$ cat config.mk
export PLATFORM = sky130hd
export DESIGN_NAME = l1_line_bridge
export DESIGN_NICKNAME = d
export VERILOG_FILES = /design/src/rtl/l1_line_bridge.sv
export SDC_FILE = /design/constraint.sdc
export NUM_CORES = 1
export LEC_CHECK = 0
export ABC_AREA = 1
export BUFFER_PORTS_ARGS = -buffer_cell sky130_fd_sc_hd__buf_2
export CAP_MARGIN = 20
export CORE_AREA = 4 4 303 305
export CTS_CLUSTER_SIZE = 30
export DETAILED_ROUTE_END_ITERATION = 8
export DIE_AREA = 0 0 307 309
export PLACE_DENSITY = 0.61
export SLEW_MARGIN = 10
export SYNTH_ARGS = -nofsm -noshare
export SYNTH_HDL_FRONTEND = slang
export SYNTH_SLANG_ARGS = --single-unit
$ cat constraint.sdc
create_clock -name clk -period 33.9 [get_ports clk]
set_input_delay 6.78 -clock clk [delete_from_list [all_inputs] [get_ports clk]]
set_output_delay 6.78 -clock clk [all_outputs]
set_load 0.1 [all_outputs]
$ cat src/rtl/l1_line_bridge.sv
// Cache-line bridge: splits one L1 fill/writeback into LINE_WORDS single-word DRAM accesses.
// Optional critical-word-first ordering is enabled by defining L1_BRIDGE_CRIT_WORD_FIRST_EN.
module l1_line_bridge #(
    parameter int DATA_WDT   = 64,
    parameter int LINE_WORDS = 4,
    parameter int ADDR_WDT   = 32
) (
    input  logic                           clk,
    input  logic                           rst,
    input  logic                           req_valid,
    output logic                           req_ready,
    input  logic                           req_wr,
    input  logic [ADDR_WDT-1:0]            req_addr,
    input  logic [DATA_WDT*LINE_WORDS-1:0] req_wdata,
    output logic                           rsp_valid,
    output logic [DATA_WDT*LINE_WORDS-1:0] rsp_rdata,
    output logic                           crit_valid,
    output logic [DATA_WDT-1:0]            crit_data,
    output logic                           mem_en,
    output logic                           rd_wr,
    output logic [ADDR_WDT-1:0]            mem_addr,
    output logic [DATA_WDT-1:0]            mem_wdata,
    input  logic [DATA_WDT-1:0]            mem_rdata,
    input  logic                           mem_valid
);

    localparam int OFFW = $clog2(LINE_WORDS);
    localparam logic [OFFW-1:0] LAST = OFFW'(LINE_WORDS - 1);

`ifdef L1_BRIDGE_CRIT_WORD_FIRST_EN
    localparam bit CWF = 1'b1;
`else
    localparam bit CWF = 1'b0;
`endif

    typedef enum logic [1:0] {IDLE, ISSUE, DRAIN} state_t;

    state_t                 state, state_nx;
    logic [ADDR_WDT-1:0]    base_q;
    logic [OFFW-1:0]        start_q;
    logic                   wr_q;
    logic [OFFW-1:0]        issue_cnt;
    logic [OFFW-1:0]        ack_cnt;
    logic [DATA_WDT-1:0]    wline_q [LINE_WORDS];
    logic [DATA_WDT-1:0]    rdata_q [LINE_WORDS];
    logic [DATA_WDT-1:0]    req_words [LINE_WORDS];

    logic                   accept;
    logic [OFFW-1:0]        start_in;
    logic [ADDR_WDT-1:0]    base_in;
    logic                   last_ack;

    logic                   mem_en_d;
    logic                   rd_wr_d;
    logic [OFFW-1:0]        slot_d;
    logic [ADDR_WDT-1:0]    mem_addr_d;
    logic [DATA_WDT-1:0]    mem_wdata_d;

    for (genvar i = 0; i < LINE_WORDS; i++) begin : g_words
        assign req_words[i] = req_wdata[i*DATA_WDT +: DATA_WDT];
        assign rsp_rdata[i*DATA_WDT +: DATA_WDT] = rdata_q[i];
    end

    assign req_ready = (state == IDLE);
    assign accept    = req_valid && (state == IDLE);
    assign start_in  = CWF ? req_addr[OFFW-1:0] : '0;
    assign base_in   = {req_addr[ADDR_WDT-1:OFFW], {OFFW{1'b0}}};
    assign last_ack  = (state == DRAIN) && mem_valid && (ack_cnt == LAST);

    always_ff @(posedge clk or posedge rst) begin
        if (rst) state <= IDLE;
        else     state <= state_nx;
    end

    always_comb begin
        state_nx = state;
        case (state)
            IDLE:    if (req_valid) state_nx = ISSUE;
            ISSUE:   if (issue_cnt == LAST) state_nx = DRAIN;
            DRAIN:   if (last_ack) state_nx = IDLE;
            default: state_nx = IDLE;
        endcase
    end

    // Next values of the registered DRAM command; the first word is launched on the accept edge.
    always_comb begin
        mem_en_d    = 1'b0;
        rd_wr_d     = 1'b0;
        slot_d      = '0;
        mem_addr_d  = '0;
        mem_wdata_d = '0;
        if (accept) begin
            slot_d      = start_in;
            mem_en_d    = 1'b1;
            rd_wr_d     = req_wr;
            mem_addr_d  = base_in | ADDR_WDT'(slot_d);
            mem_wdata_d = req_wr ? req_words[slot_d] : '0;
        end else if (state == ISSUE && issue_cnt != LAST) begin
            slot_d      = start_q + issue_cnt + OFFW'(1);
            mem_en_d    = 1'b1;
            rd_wr_d     = wr_q;
            mem_addr_d  = base_q | ADDR_WDT'(slot_d);
            mem_wdata_d = wr_q ? wline_q[slot_d] : '0;
        end
    end

    always_ff @(posedge clk or posedge rst) begin
        if (rst) begin
            mem_en    <= 1'b0;
            rd_wr     <= 1'b0;
            mem_addr  <= '0;
            mem_wdata <= '0;
            rsp_valid <= 1'b0;
            base_q    <= '0;
            start_q   <= '0;
            wr_q      <= 1'b0;
            issue_cnt <= '0;
            ack_cnt   <= '0;
            for (int i = 0; i < LINE_WORDS; i++) begin
                wline_q[i] <= '0;
                rdata_q[i] <= '0;
            end
        end else begin
            mem_en    <= mem_en_d;
            rd_wr     <= rd_wr_d;
            mem_addr  <= mem_addr_d;
            mem_wdata <= mem_wdata_d;
            rsp_valid <= last_ack;
            if (accept) begin
                base_q    <= base_in;
                start_q   <= start_in;
                wr_q      <= req_wr;
                issue_cnt <= '0;
                ack_cnt   <= '0;
                for (int i = 0; i < LINE_WORDS; i++) wline_q[i] <= req_words[i];
            end else begin
                if (state == ISSUE) issue_cnt <= issue_cnt + OFFW'(1);
                if (state != IDLE && mem_valid) begin
                    ack_cnt <= ack_cnt + OFFW'(1);
                    if (!wr_q) rdata_q[start_q + ack_cnt] <= mem_rdata;
                end
            end
        end
    end

`ifdef L1_BRIDGE_CRIT_WORD_FIRST_EN
    // The first fill ack always carries the requested word.
    always_ff @(posedge clk or posedge rst) begin
        if (rst) begin
            crit_valid <= 1'b0;
            crit_data  <= '0;
        end else begin
            crit_valid <= (state != IDLE) && mem_valid && !wr_q && (ack_cnt == '0);
            if ((state != IDLE) && mem_valid && !wr_q && (ack_cnt == '0))
                crit_data <= mem_rdata;
        end
    end
`else
    assign crit_valid = 1'b0;
    assign crit_data  = '0;
`endif

endmodule

After elaboration in Yosys (flattened, before gate mapping)

Index checks and enable logic that the tools add are counted.

Output and inout bits: 421
Memories: 0
Memory bits (writable): 0
Register bits after elaboration: 648
Memory bits (read-only): 0
Bits in latches: 0
Input bits: 357
Word-level logic and storage cells: 72

Bitwise gates (word level): 5
Reductions and logical operators: 12
Order comparisons: 3
Muxes and demuxes: 24
Shifts and indexed selects: 0
Equality and inequality tests: 8
Divide/modulo/power cells: 0
$mul: 0
Add/sub/neg operators: 2

Operators by type and width:

| operator                                                             | number |
|---|---|
| 64-bit two-way mux                                                   | 7 |
| 256-bit bitwise mux                                                  | 1 |
| 64-bit binary-select mux with 2-bit select                           | 1 |
| 64-bit demux with 2-bit select                                       | 1 |
| 32-bit two-way mux                                                   | 2 |
| 32-bit by 2-bit bitwise OR with 32-bit output                        | 1 |
| 2-bit two-way mux                                                    | 7 |
| 2-bit inequality test, second input constant                         | 4 |
| 2-bit == test, second input constant                                 | 3 |
| 3-bit >= comparator, second input constant                           | 2 |
| 1-bit logical AND                                                    | 6 |
| 2-bit inverter with 3-bit output                                     | 2 |
| 2-bit case mux with 3 select lines                                   | 1 |
| 3-bit AND reduction                                                  | 2 |
| 2-bit nonzero test                                                   | 3 |
| 2-bit by 1-bit adder with 2-bit output, second input constant        | 2 |
| 1-bit two-way mux                                                    | 4 |
| 3-bit by 1-bit < comparator with 1-bit output, second input constant | 1 |
| 2-bit by 1-bit == test with 1-bit output, second input constant      | 1 |
| 2-bit zero test                                                      | 1 |
| 1-bit inverter                                                       | 2 |

Depth between registers and ports, before layout

Gate-level depths: netlist of run 1.

Depth in word-level cells: 8
Depth in mapped cells: 9
Gate-level depth less buffers: 6

Worst setup path after synthesis of run 1

Ideal clock, no wire load.

Kind: reg-to-output
From: register state[0]
To: output port req_ready
Stages on the path, launching flop included: 2
Path slack: 26.094 ns
Arrival time: 1.026 ns
Path buffers: 0
Path through: dfrtp_1 > nor2_4

Word-level cells in the longest chain between the ends: 1

RTL lines:

| what                   | line | source |
|---|---|---|
| from (decl)            | 38   | `state_t state, state_nx;` |
| from (signal assigned) | 72   | `else state <= state_nx;` |
| 2-bit zero test        | 64   | `assign req_ready = (state == IDLE);` |
| to (decl)              | 11   | `output logic req_ready,` |

Every way passes these cells.

==> impl_results.md, run 1 <==
- Status: complete, no violations
- Highest Clock Rate: 0.0982 GHz
- Largest net degree at the start of global routing: 292
- Number of library cell types mapped by synthesis: 25
- Fin Setup TNS: 0 ns
- Count of final setup violators: 0
- Routability cong.: 0.840
- Max Buffers Root-to-Sink: 3
- DIE WIDTH: 307 microns
- I/O pin count: 778
- Post-Route M1 WL: 38.3 mm
- WS Path Type: primary input to async pin
- CP arrival: 10.86 ns
- GRT Util Overall: 18.3%
- Share of layout cells above drive strength 1: 22.5%
- Met3 wire length: 9.24 mm
- Commonest non-fill, non-tap cell in the layout: nand2_1
- Setup crit start kind: primary input
- Residual DRC: 0
- Min-delay src: rsp_rdata[18]$_DFFE_PP0P_
- Min Clock Period, post-route: 10.19 ns
- Seq/Total Area, Yosys: 57.2%
- CORE AREA: 89300 sq um
- Hold crit path type: flop to flop
- Root Buffer: clkbuf_16
- Synthesized cell area: 28400 sq um
- I/O Buffers: 710
- Clock transition at the registers of the reported paths: 0.06 ns
- Fin nets: 4241
- Number of global-route vias before repair: 22969
- Hold Fails Final Rpt: 0
- Drt initial violations: 1790
- Total Wirelength: 91.0 mm
- Detailed placement HPWL: 57.7 mm
- Final slew viol count: 0
- Drt wl/cell: 17.7 microns
- CTS tree: built
- First-pass GRT wire length: 137 mm
- Synth Instances: 3298
- Die ar.: 94900 sq um
- FP Rows: 110
- CP endpoint kind: async pin
- Met2 wire length: 40.6 mm
- Highest routed layer: met5
- Initial Utilization: 31.7%
- Detail Route Antenna Nets: 0
- Worst Skew: 0.0264 ns
- Initial antenna violation count: 56
- CP required: 34.58 ns
- GRT overflow: 0
- CTS H-Tree Depth: 3
- Reg2Reg Depth: 6
- Critical Path End: mem_wdata[21]$_DFF_PP0_
- Start point of the critical path: rst
- RSZ-0062 raised after global routing: false
- CTS sink cnt: 648
- Flops & latches, synth: 648
- Ys Warns: 0
- Chip Height: 309 microns
- Crit Reg-Reg Startpoint: state[1]$_DFFE_PP0P_
- Post-CTS Resized: 0
- Worst slew pin tran: 1.49 ns
- Slew HR: 0.985%
- Syn_area_per_cell: 8.60 sq um
- Router iterations before antenna repair: 7
- Most frequent cells in the layout: nand2_1 (1253), buf_2 (710), dfrtp_1 (647)
- R2R Path End: wr_q$_DFFE_PP0P_
- Area grow syn2layout: 22.6%
- Register-to-register setup slack: 30.67 ns
- Vias: 24232
- # Max-Cap Violations: 0
- Worst-path fanout max: 165
- Fin crit share: 30.0%
- Setup Fix Bufs, Post-CTS: 0
- Worst skew pair latency: 0.64 ns
- CTS Buf Count: 75
- Vias per cell: 4.72
- Hold_buf cts: 0
==> through the flow <==
stage	hold WS [ns]	area [sq um]	util, %	cells	setup slack [ns]
after floorplan	0.484	28600	-	3362	8.96
after global placement	0.448	32000	35.8	4974	22.89
after detailed placement	0.453	32000	35.8	4974	22.90
after CTS	0.467	34600	38.7	5111	23.61
after global routing	0.478	34700	38.9	5125	23.12
final	0.463	34800	38.9	5137	23.71
==> worst min path at each step <==
stage	end	slack, ns	depth (start not counted)
detailed placement	rsp_rdata[18]$_DFFE_PP0P_	0.45	2
finish	rsp_rdata[18]$_DFFE_PP0P_	0.46	2
floorplan	issue_cnt[1]$_DFFE_PP0P_	0.48	2
global route	rsp_rdata[240]$_DFFE_PP0P_	0.48	2
CTS	rsp_rdata[237]$_DFFE_PP0P_	0.47	2
global placement	rsp_rdata[224]$_DFFE_PP0P_	0.45	2
==> metal layers <==
layer	vias to the layer above	global-route usage [%]
met5	-	0
met4	56	6.50
met2	906	28.4
met1	11462	23.7
li1	11618	-
met3	190	6.85
==> state kept, by name, indices dropped and copies added, names as in the netlist <==
name and flops:
ack_cnt 2, base_q 30, issue_cnt 2, mem_addr 32, mem_en 1, mem_wdata 64, rd_wr 1, rsp_rdata 256
rsp_valid 1, state 2, wline_q 256, wr_q 1
==> layout make-up <==
type,count,area (sq um)
timing repair buffer,743,3890
fill,9257,54600
antenna,22,55.1
tap,1176,1470
multi-input combinational,2111,9360
sequential,648,16200
clock inverter,22,308
clock buffer,115,2300
inverter,300,1160
==> synth_stat cells <==
cell,instances,area [sq um]
nand4_1,256,1600
nand3_1,194,971
nand2_4,1,11.3
nor2_4,2,22.5
buf_8,2,30.0
o21ai_0,256,1280
nor4_1,1,6.26
nor2_1,2,7.51
nand2_2,1,6.26
buf_6,46,518
inv_4,1,6.26
nor2_8,1,20.0
nand3_2,4,40.0
ha_1,5,62.6
inv_1,299,1120
dfrtp_1,648,16200
o211ai_1,1,7.51
nor2_2,1,6.26
nand2_1,1253,4700
conb_1,1,3.75
buf_4,75,563
clkbuf_1,60,225
buf_1,14,52.6
o21ai_1,68,340
buf_2,106,531
==> cell families after synthesis <==
kind of cell / Yosys count / synth area share, %
compound gates: 325 / 5.75
fa+ha+maj: 5 / 0.221
buf+inv: 603 / 10.7
flops: 648 / 57.2
other cells: 1 / 0.0132
simple gates: 1716 / 26.1
==> worst max-delay path: stages <==
cell    delay, ns
buf_2        0.13
inv_8        0.46
buf_12       0.59
buf_4        0.87
buf_4        0.85
buf_4        0.72
Power of run 1 is left out: the tool's default activity adds up to more than one toggle a clock period on the data nets, which glitch-free logic cannot reach.
==> inputs of run 2 (changes only) <==
--- a/config.mk
+++ b/config.mk
@@ -12,7 +12,7 @@
 export CTS_CLUSTER_SIZE = 30
 export DETAILED_ROUTE_END_ITERATION = 8
 export DIE_AREA = 0 0 307 309
-export PLACE_DENSITY = 0.61
+export PLACE_DENSITY = 0.63
 export SLEW_MARGIN = 10
 export SYNTH_ARGS = -nofsm -noshare
 export SYNTH_HDL_FRONTEND = slang
==> constraint.sdc (replaced) <==
create_clock -name clk -period 8.38 [get_ports clk]
set_input_delay 1.676 -clock clk [delete_from_list [all_inputs] [get_ports clk]]
set_output_delay 1.676 -clock clk [all_outputs]
set_load 0.1 [all_outputs]
==> run 2 against run 1 <==
Effect of this change:
- register-to-register slack worse by 26 ns
- first-iteration DRC count is 40% higher
- cell area is 0.65% lower
- clock skew hardly changed
- hold slack better by 0.00076 ns
- flip-flop and latch count stayed put
- highest routed layer unchanged
- non-clock buffer count is 4 lower
- die area stayed put
- global-route usage hardly changed
- cell count is 0.16% lower
- worst setup slack worse by 19 ns
==> impl_results.md, run 2 (synthesis gave the netlist of run 1 again) <==
- Status: complete, no violations
- Slowest cell delay on critical path: 1.03 ns
- Min-delay src: rsp_rdata[226]$_DFFE_PP0P_
- Fin crit share: 43.1%
- Cell repeated most along the worst path: nand2_1
- Number of global-route vias before repair: 23552
- Hold_buf cts: 0
- Final slew viol count: 0
- CTS Buf Count: 73
- Register-to-register setup slack: 5.13 ns
- Initial Utilization: 31.7%
- Setup crit start kind: primary input
- Routability cong.: 0.814
- FP Rows: 110
- CP Depth: 6
- Post-CTS Resized: 0
- CTS tree: built
- Die ar.: 94900 sq um
- CP delay by family, top: simple AND/OR/NAND/NOR gates
- Initial antenna violation count: 46
- Fin nets: 4235
- Most frequent cells in the layout: nand2_1 (1253), buf_2 (710), dfrtp_1 (647)
- Reg2Reg Depth: 5
- CP arrival: 4.12 ns
- Worst Hold End: rsp_rdata[226]$_DFFE_PP0P_
- CORE AREA: 89300 sq um
- Worst path cell trace: buf_2 -> inv_1 -> nor2_8 -> nand3_4 -> nand2_1 -> nand2_1
- GRT Util Overall: 18.3%
- Worst slew pin tran: 1.08 ns
- Vias per cell: 4.74
- First-pass GRT wire length: 137 mm
- Fillers: 9075
- Slew HR: 28.0%
- Setup Fix Bufs, Post-CTS: 0
- CTS sink cnt: 648
- Drt initial violations: 2504
- R2R Path End: rsp_rdata[16]$_DFFE_PP0P_
- Max Buffers Root-to-Sink: 3
- Cell depth of the worst hold path: 2
- CP required: 8.89 ns
- Commonest non-fill, non-tap cell in the layout: nand2_1
- Count of final setup violators: 0
- I/O pin count: 778
- I/O Buffers: 710
- CP endpoint kind: flop
- Highest Clock Rate: 0.277 GHz
- WS Path Type: primary input to flop
- DIE WIDTH: 307 microns
- Clock transition at the registers of the reported paths: 0.06 ns
- Vias: 24330
- WP buf/inv: 2
- Chip Height: 309 microns
- # Max-Cap Violations: 0
- Worst-path fanout max: 71
- RSZ-0062 raised after global routing: false
- Min Clock Period, post-route: 3.61 ns
- GRT overflow: 0
- Area grow syn2layout: 21.8%
- Worst skew pair latency: 0.64 ns
- Largest net degree at the start of global routing: 268
- Share of layout cells above drive strength 1: 22.3%
- Root Buffer: clkbuf_16
- Hold crit path type: flop to flop
- Crit Reg-Reg Startpoint: wr_q$_DFFE_PP0P_
- Final setup margin: 4.77 ns
- Total Wirelength: 90.8 mm
- Start point of the critical path: mem_valid
- Residual DRC: 0
- CP max-delay cell: nand3_4
- CTS H-Tree Depth: 3
- Router iterations before antenna repair: 6
- Drt wl/cell: 17.7 microns
- Hold Fails Final Rpt: 0
- Pre-CTS setup slack: 4.15 ns
- Detailed placement HPWL: 57.7 mm
- Worst Skew: 0.0260 ns
- Detail Route Antenna Nets: 0
-- run 2: changes by cell type in the layout (fill, tap and decap cells not counted), sizes merged --
cell,change
clkbuf,-5
inv,+1
clkinv,-1
buf,-4
bufinv,-4
diode,+1
clkinvlp,+4
-- run 2: metal layers --
metal / vias up / wire (microns) / track usage [%]
li1: 11593 / - / -
met1: 11564 / 38300 / 23.9
met3: 167 / 9340 / 6.59
met2: 966 / 40700 / 28.7
met4: 40 / 2140 / 5.76
met5: - / 246 / 0
-- run 2: area by class of cell --
type	instances	area, sq um	share of cell area, %
Antenna cell	23	57.6	0.167
Tap cell	1176	1470	4.26
Timing Repair Buffer	739	3830	11.1
Clock inverter	22	226	0.656
Sequential cell	648	16200	47.0
Multi-Input combinational cell	2111	9390	27.2
Clock buffer	110	2190	6.34
Inverter	300	1160	3.35
-- run 2: worst max path at each step --
stage / endpoint / slack, ns
3_3_place_gp: rsp_rdata[62]$_DFFE_PP0P_ / 4.19
5_1_grt: rsp_rdata[83]$_DFFE_PP0P_ / 4.57
3_5_place_dp: rsp_rdata[16]$_DFFE_PP0P_ / 4.15
6_report: rsp_rdata[65]$_DFFE_PP0P_ / 4.77
4_1_cts: req_ready / 4.81
2_1_floorplan: ack_cnt[0]$_DFFE_PP0P_ / -2.15
-- run 2: stage by stage --
step                      std cells  setup TNS [ns]  hold WS, ns  utilization (%)  cell area (sq um)
after global placement         4974               0        0.447             35.9              32100
final                          5129               0        0.463             38.7              34500
after global routing           5113               0        0.480             38.6              34500
after detailed placement       4974               0        0.453             35.9              32100
after CTS                      5106               0        0.467             38.6              34500
after floorplan                3362        -1393.61        0.484                -              28600
-- run 2: worst min-delay path: cells and delay by family (launching register included) --
| kind | cells | cell delay [ns] |
|---|---|---|
| flops | 1 | 0.33 |
| simple gates | 2 | 0.10 |
Power of run 2 is left out for the same reason.
